## config.mk

```make
export PLATFORM = sky130hd
export DESIGN_NAME = hazard_lane
export DESIGN_NICKNAME = d
export VERILOG_FILES = /design/src/rtl/hazard_lane.sv
export SDC_FILE = /design/constraint.sdc
export NUM_CORES = 1
export LEC_CHECK = 0
export CAP_MARGIN = 5
export CORE_UTILIZATION = 30
export CTS_CLUSTER_SIZE = 20
export DETAILED_ROUTE_END_ITERATION = 10
export GPL_TIMING_DRIVEN = 0
export PLACE_DENSITY_LB_ADDON = 0.12
export REMOVE_ABC_BUFFERS = 1
export SETUP_SLACK_MARGIN = 0.15
export SLEW_MARGIN = 20
export SYNTH_ARGS = -nofsm -noshare
export SYNTH_HDL_FRONTEND = slang
export SYNTH_SLANG_ARGS = --single-unit
export TNS_END_PERCENT = 50
```

## constraint.sdc

```tcl
create_clock -name clk -period 2.5 [get_ports clk]
set_input_delay 0.375 -clock clk [delete_from_list [all_inputs] [get_ports clk]]
set_output_delay 0.375 -clock clk [all_outputs]
set_load 0.1 [all_outputs]
```

## src/rtl/hazard_lane.sv

```systemverilog
// rtl/hazard_lane.sv - parametrised traffic lane: stepping obstacle row with sticky collision flag
module hazard_lane #(
  parameter int WIDTH    = 16,
  parameter int SPEED_W  = 8,
  parameter int PRESCALE = 50000,
  parameter int WRAP     = 1
) (
  input  logic               clk,
  input  logic               reset,
  input  logic               load,
  input  logic [WIDTH-1:0]   init,
  input  logic               dir,
  input  logic [SPEED_W-1:0] speed,
  input  logic               fill_in,
  input  logic [WIDTH-1:0]   frog_row,
  output logic [WIDTH-1:0]   row_out,
  output logic               step,
  output logic               lose
);

  localparam int PS_W = (PRESCALE > 1) ? $clog2(PRESCALE) : 1;

  logic [PS_W-1:0]    ps_cnt;
  logic [SPEED_W-1:0] step_cnt;
  // Set by load; keeps a freshly reset lane (no pattern loaded yet) from stepping.
  logic               armed;
  logic               tick;
  logic               hit;
  logic               shift_due;
  logic               in_left;
  logic               in_right;
  logic [WIDTH-1:0]   shifted;

  // Tick, collision and the candidate shifted row, all from current registers.
  // The period minus one, 2^SPEED_W - speed - 1, is simply ~speed, so it fits in SPEED_W bits.
  always_comb begin
    tick      = (ps_cnt == PS_W'(PRESCALE - 1));
    hit       = |(frog_row & row_out);
    shift_due = tick && armed && (speed != '0) && (step_cnt >= ~speed);
    in_left   = (WRAP != 0) ? row_out[WIDTH-1] : fill_in;
    in_right  = (WRAP != 0) ? row_out[0]       : fill_in;
    if (dir) begin
      shifted = {in_right, row_out[WIDTH-1:1]};
    end else begin
      shifted = {row_out[WIDTH-2:0], in_left};
    end
  end

  // Lane state: prescaler, step counter, obstacle row, step pulse and sticky lose; load overrides all.
  always_ff @(posedge clk or posedge reset) begin
    if (reset) begin
      ps_cnt   <= '0;
      step_cnt <= '0;
      armed    <= 1'b0;
      row_out  <= '0;
      step     <= 1'b0;
      lose     <= 1'b0;
    end else if (load) begin
      ps_cnt   <= '0;
      step_cnt <= '0;
      armed    <= 1'b1;
      row_out  <= init;
      step     <= 1'b0;
      lose     <= 1'b0;
    end else begin
      ps_cnt <= tick ? '0 : ps_cnt + 1'b1;
      lose   <= lose | hit;
      step   <= 1'b0;
      if (shift_due) begin
        row_out  <= shifted;
        step_cnt <= '0;
        step     <= 1'b1;
      end else if (tick && armed && (speed != '0)) begin
        step_cnt <= step_cnt + 1'b1;
      end
    end
  end

endmodule
```

==> impl_metrics.tcl, run 1 <==
set metrics [dict create \
    ys_warn_count 0 \
    slew_viol_final 0 \
    synth_edf_count 0 \
    ys_async_sr_fraction 1.00 \
    diodes 0 \
    crit_slowest_cell "clkdlybuf4s50_1" \
    synth_top_area_cell "dfrtp_1" \
    grt_pass1_vias 2018 \
    setup_ws_ns 0.173 \
    crit_buf_inv 1 \
    ios 63 \
    syn_inst 244 \
    totalNegativeSetupSlack_ns 0 \
    wl_per_cell_um 15.2 \
    start_kind "register" \
    reg2reg_slack_ns 0.34 \
    rsz0062_at_grt "true" \
    ys_types 40 \
    grt_max_degree 45 \
    hold_path.class "primary input to asynchronous set/reset pin" \
    setup-violations-final 0 \
    synthFlopType "dfrtp_1" \
    hold_slack_ns 0.364 \
    clk_latency_ns 0.30 \
    synth_most_common_cell "dfrtp_1" \
    cpPeakStageDelay_ns 1.18 \
    timing.final.crit_period_ns 2.33 \
    swShare 0.438 \
    fin_total_pwr_mw 2.27 \
    nFillCells 820 \
    crit_fanout 5 \
    r2r_cells 7 \
    peakVddDrop_uv 492 \
    power_switching_uw 996 \
    die-area_sq_um 9060 \
    hold_viol 0 \
    start_util 0.314 \
    cts.sinks 43 \
    crit_arrival_ns 1.95 \
    cts_buffers 5 \
    ant_nets 0 \
    grt_pass1_wl_mm 10.2 \
    portBuffers 61 \
    synth_top_area_share 0.413 \
    core-area_sq_um 8300 \
    drive_gt1_frac 0.153 \
    grt_overflow 0 \
    dr.pass1.iters 4 \
    nNetsFinal 362 \
    max_clock_freq_ghz 0.430 \
    max_slew_margin 0.339 \
    finalCritPeriodShare 0.931 \
    crit_type "register to output port" \
    area_growth_pct 35.4 \
    cts_tree "done" \
    clockRootBuffer "clkbuf_8" \
    grt_use_total 0.148 \
    wl_mm 6.29 \
    end_kind "output port" \
    ys_seq_elements 43 \
    crit_chain "clkdlybuf4s50_1" \
    rows 33 \
    p_int_mw 1.28 \
    vias 2009 \
    clockBufferDepth 2 \
    drc 0 \
    drt_iter0_drc 53 \
    skew_ns 0.00790 \
    p_comb_frac 0.420 \
    die_h_um 95.2 \
    cpLargestDelayFamily "buffers and inverters" \
    clockPowerShare 0.195 \
    max_cap_violations 0 \
    cp.required_ns 2.12 \
    hpwlAfterDp_mm 4.34 \
    seq_power_share 0.386 \
    clk_pin_slew_worst_paths_ns 0.09 \
    avgSynthCellArea_sq_um 10.7 \
    regToRegStartpoint "step_cnt[2]$_DFFE_PP0P_" \
    tightest_slew_ns 0.989 \
    multi_input_area_sq_um 1510 \
    synth_area_leaders "dfrtp_1, mux2i_1, mux2_4" \
    ff_latch_area_sq_um 1080 \
    syn_area_sq_um 2600 \
    status "finished, final reports clean" \
    die_w_um 95.2 \
    r2r_end "row_out[15]$_DFFE_PP0P_" \
    cts_hold_buf 0 \
    synthTopCellsByCount "dfrtp_1, nor2_1, nand2_1" \
    gp_congestion 0.720 \
    antenna_found_initial 0 \
    pre_cts_ws_ns -0.463 \
    yosysSeqAreaShare 0.413 \
    htreeDepth 2 \
    powerDensity_nw_per_um2 645 \
    routed_via_density 4.86 \
    p_leak_nw 1.60 \
]
## stage by stage
| step | util | instances | instance area, sq um |
|---|---|---|---|
| floorplan | - | 234 | 2550 |
| global placement | 0.397 | 400 | 3290 |
| detailed placement | 0.401 | 402 | 3330 |
| CTS | 0.417 | 412 | 3460 |
| global route | 0.425 | 413 | 3520 |
| finish | 0.425 | 413 | 3520 |
## area by class of cell
type / instances / area share
Inverter: 5 / 0.00532
Clock buffer: 6 / 0.0206
Multi-Input combinational cell: 186 / 0.428
Clock inverter: 2 / 0.00355
Timing Repair Buffer: 66 / 0.200
Sequential cell: 43 / 0.305
Tap cell: 105 / 0.0373
## registers in the layout (all words and copies together), names as in the netlist
register / cells
armed: 1
lose: 1
ps_cnt: 16
row_out: 16
step: 1
step_cnt: 8
## per-layer routing
metal | wire length [um] | vias up | track usage | share of wire
met5 | 0 | - | 0 | 0
met2 | 3060 | 25 | 0.235 | 0.49
met4 | 63 | 0 | 0.0455 | 0.010
met3 | 144 | 5 | 0.0287 | 0.023
met1 | 3020 | 969 | 0.203 | 0.48
li1 | - | 1010 | - | -
## how the worst max path moves through the flow
stage                            startpoint                 endpoint  slack, ns  depth (start not counted)
floorplan           step_cnt[2]$_DFFE_PP0P_   row_out[0]$_DFFE_PP0P_       0.21                          6
global placement                       load  row_out[12]$_DFFE_PP0P_      -0.66                          3
detailed placement                 speed[2]  row_out[12]$_DFFE_PP0P_      -0.46                          7
CTS                  row_out[3]$_DFFE_PP0P_               row_out[3]       0.16                          1
global route         row_out[2]$_DFFE_PP0P_               row_out[2]       0.12                          1
finish               row_out[2]$_DFFE_PP0P_               row_out[2]       0.17                          1
## cell families (layout without fill, tap and decap cells)
logic type / count (synthesis) / count (layout) / share of synthesized area
AND/OR/NAND/NOR: 83 / 83 / 0.177
AO/OA/AOI/OAI: 46 / 46 / 0.138
buffers and inverters: 15 / 79 / 0.0269
adder cells (fa/ha/maj): 10 / 10 / 0.0481
multiplexers: 33 / 33 / 0.149
flip-flops: 43 / 43 / 0.413
XOR/XNOR: 14 / 14 / 0.0471
## cell usage in the layout, fill, tap and decap left out, types with 3 or more instances in the layout
master and n:
nor2_1 25, mux2_2 7, and3_1 8, a22o_1 7, nand3_1 7, nand2_1 21
buf_12 3, xnor2_1 7, clkbuf_8 5, mux2i_1 16, inv_1 4, nor2b_1 6
o31ai_1 6, ha_1 8, xor2_1 7, o21ai_0 16, mux2_4 10, a22oi_1 6
nand4_1 3, dfrtp_1 43, clkdlybuf4s50_1 58
## power groups by stage
stage,sequential (mW),clock (mW),combinational (mW)
finish,0.877,0.442,0.955
global route,0.893,0.492,1.01
global placement,0.893,0,0.938
detailed placement,0.890,0,0.948
floorplan,1.32,0,0.211
CTS,0.878,0.466,0.953
## what timing repair did
item	in CTS	in global routing
gates resized for setup	2	6
gates cloned	0	1
pin swaps	1	3
endpoints found under the hold margin	0	0
setup buffers	2	0
setup endpoints to repair	24	23
No activity file was read; power rests on OpenSTA's default activity.
==> run 2, diff against run 1 <==
- CTS_CLUSTER_SIZE: 20 -> not set
- DONT_BUFFER_PORTS: not set -> 1
==> run 2 against run 1 <==
Against the previous run: final cell count shrank 15%; routed wire length is 6.6% lower; sequential share of layout area up 6.3 points; die area unchanged.
==> impl_metrics.tcl, run 2 (synthesized netlist as in run 1, its figures left out) <==
set metrics [dict create \
    status "finished, final reports clean" \
    die-area_sq_um 9060 \
    p_comb_frac 0.122 \
    clk_pin_slew_worst_paths_ns 0.08 \
    final_common_cell "dfrtp_1" \
    crit_fanout 8 \
    grt_max_degree 47 \
    antenna_found_initial 0 \
    tightest_slew_ns 1.06 \
    drive_gt1_frac 0.185 \
    nFillCells 865 \
    max_cap_violations 0 \
    wl_mm 5.87 \
    htreeDepth 2 \
    worstHoldStart "load" \
    portBuffers 0 \
    ant_nets 0 \
    hold_path.class "primary input to register" \
    slew_viol_final 0 \
    hpwlAfterDp_mm 3.97 \
    start_kind "register" \
    ff_latch_area_sq_um 1080 \
    swShare 0.446 \
    grt_overflow 0 \
    regToRegStartpoint "step_cnt[5]$_DFFE_PP0P_" \
    powerDensity_nw_per_um2 717 \
    die_h_um 95.2 \
    cts_tree "done" \
    p_int_mw 1.16 \
    finalCritPeriodShare 0.901 \
    crit_chain "ha_1, a211o_1, a21oi_4, o31ai_4, o21ai_4, clkbuf_16, mux2_4" \
    r2r_end "row_out[8]$_DFFE_PP0P_" \
    cts.sinks 43 \
    cts_buffers 5 \
    hold_viol 0 \
    cp.required_ns 2.67 \
    p_leak_nw 1.35 \
    r2r_cells 7 \
    nNetsFinal 302 \
    place_area_sq_um 2700 \
    reg2reg_slack_ns 0.25 \
    dr.pass1.iters 4 \
    end_kind "register" \
    start_util 0.314 \
    max_clock_freq_ghz 0.444 \
    drc 0 \
    routed_via_density 5.17 \
    crit_slowest_cell "dfrtp_1" \
    crit_arrival_ns 2.42 \
    power_switching_uw 936 \
    finish.utilization 0.353 \
    max_slew_margin 0.295 \
    crit_end "row_out[8]$_DFFE_PP0P_" \
    skew_ns 0.00864 \
    stdcell_area_sq_um 2930 \
    clockPowerShare 0.231 \
    grt_use_total 0.130 \
    top_regs "ps_cnt (16), row_out (16), step_cnt (8)" \
    seq_power_share 0.646 \
    clockBufferDepth 2 \
    area_growth_pct 12.4 \
    diodes 0 \
    cp-startpoint "step_cnt[5]$_DFFE_PP0P_" \
    gp_congestion 0.672 \
    drt_iter0_drc 57 \
    peakVddDrop_uv 494 \
    rsz0062_at_grt "false" \
    ios 63 \
    core-area_sq_um 8300 \
    multi_input_area_sq_um 1520 \
    grt_pass1_wl_mm 8.85 \
    setup-violations-final 0 \
    timing.final.crit_period_ns 2.25 \
    wl_per_cell_um 16.6 \
    rows 33 \
    cpPeakStageDelay_ns 0.43 \
    clk_latency_ns 0.29 \
    vias 1824 \
    crit_type "register to register" \
    grt_pass1_vias 1647 \
    final_cell_mix "dfrtp_1, nor2_1, nand2_1" \
    clockRootBuffer "clkbuf_8" \
    die_w_um 95.2 \
]
run 2: repair_timing:
| item | 4_1_cts | 5_1_grt |
|---|---|---|
| hold buffers | 1 | 0 |
| setup buffers | 1 | 1 |
| setup endpoints to repair | 24 | 19 |
| cloned | 0 | 2 |
| pin swaps | 1 | 1 |
| endpoints found under the hold margin | 19 | 0 |
| resized for setup | 1 | 6 |
run 2: worst min-delay path by stage:
stage / slack [ns] / end / cells after the start
floorplan: 0.44 / step$_DFF_PP0_ / 1
global placement: 0.45 / lose$_DFF_PP0_ / 1
detailed placement: 0.30 / ps_cnt[6]$_DFF_PP0_ / 1
CTS: 0.13 / lose$_DFF_PP0_ / 1
global route: 0.12 / lose$_DFF_PP0_ / 1
finish: 0.15 / lose$_DFF_PP0_ / 1
run 2: final cells by class:
type,instances,share of cell area
Timing Repair Buffer,5,0.0282
Tap cell,105,0.0449
Multi-Input combinational cell,187,0.518
Clock buffer,8,0.0342
Inverter,5,0.00641
Sequential cell,43,0.368
run 2: worst max-delay path: cells and delay by family (launching register included):
family | cells | cell delay (ns)
buffers and inverters | 1 | 0.22
AO/OA/AOI/OAI | 4 | 0.87
multiplexers | 1 | 0.29
flip-flops | 1 | 0.43
adder cells (fa/ha/maj) | 1 | 0.31
run 2: power by group through the flow:
stage                     Combinational (mW)  Sequential (mW)  Clock, mW
final                                  0.257             1.36      0.486
after global routing                   0.289             1.37      0.541
after CTS                              0.250             1.36      0.510
after detailed placement               0.245             1.37          0
after global placement                 0.237             1.37          0
after floorplan                        0.211             1.32          0
run 2: through the flow:
stage	hold WS [ns]	cells	power [mW]	setup TNS [ns]	worst slack (ns)
2_1_floorplan	0.441	234	1.53	0	0.211
3_3_place_gp	0.450	339	1.61	-0.619	-0.0761
3_5_place_dp	0.296	340	1.62	-0.955	-0.0965
4_1_cts	0.134	350	2.12	0	0.156
5_1_grt	0.122	353	2.20	0	0.153
6_report	0.146	353	2.10	0	0.248
run 2: routing by layer:
metal / global-route usage / vias up / wire [um]
met3: 0.0335 / 7 / 168
met5: 0 / - / 0
met4: 0.0417 / 0 / 56
li1: - / 889 / -
met1: 0.188 / 901 / 2930
met2: 0.187 / 27 / 2720
==> run 3, diff against run 2 <==
- CTS_CLUSTER_DIAMETER: not set -> 200
==> results of run 3 <==
Same layout as run 2: the final DEF is identical, and so are final timing and power.
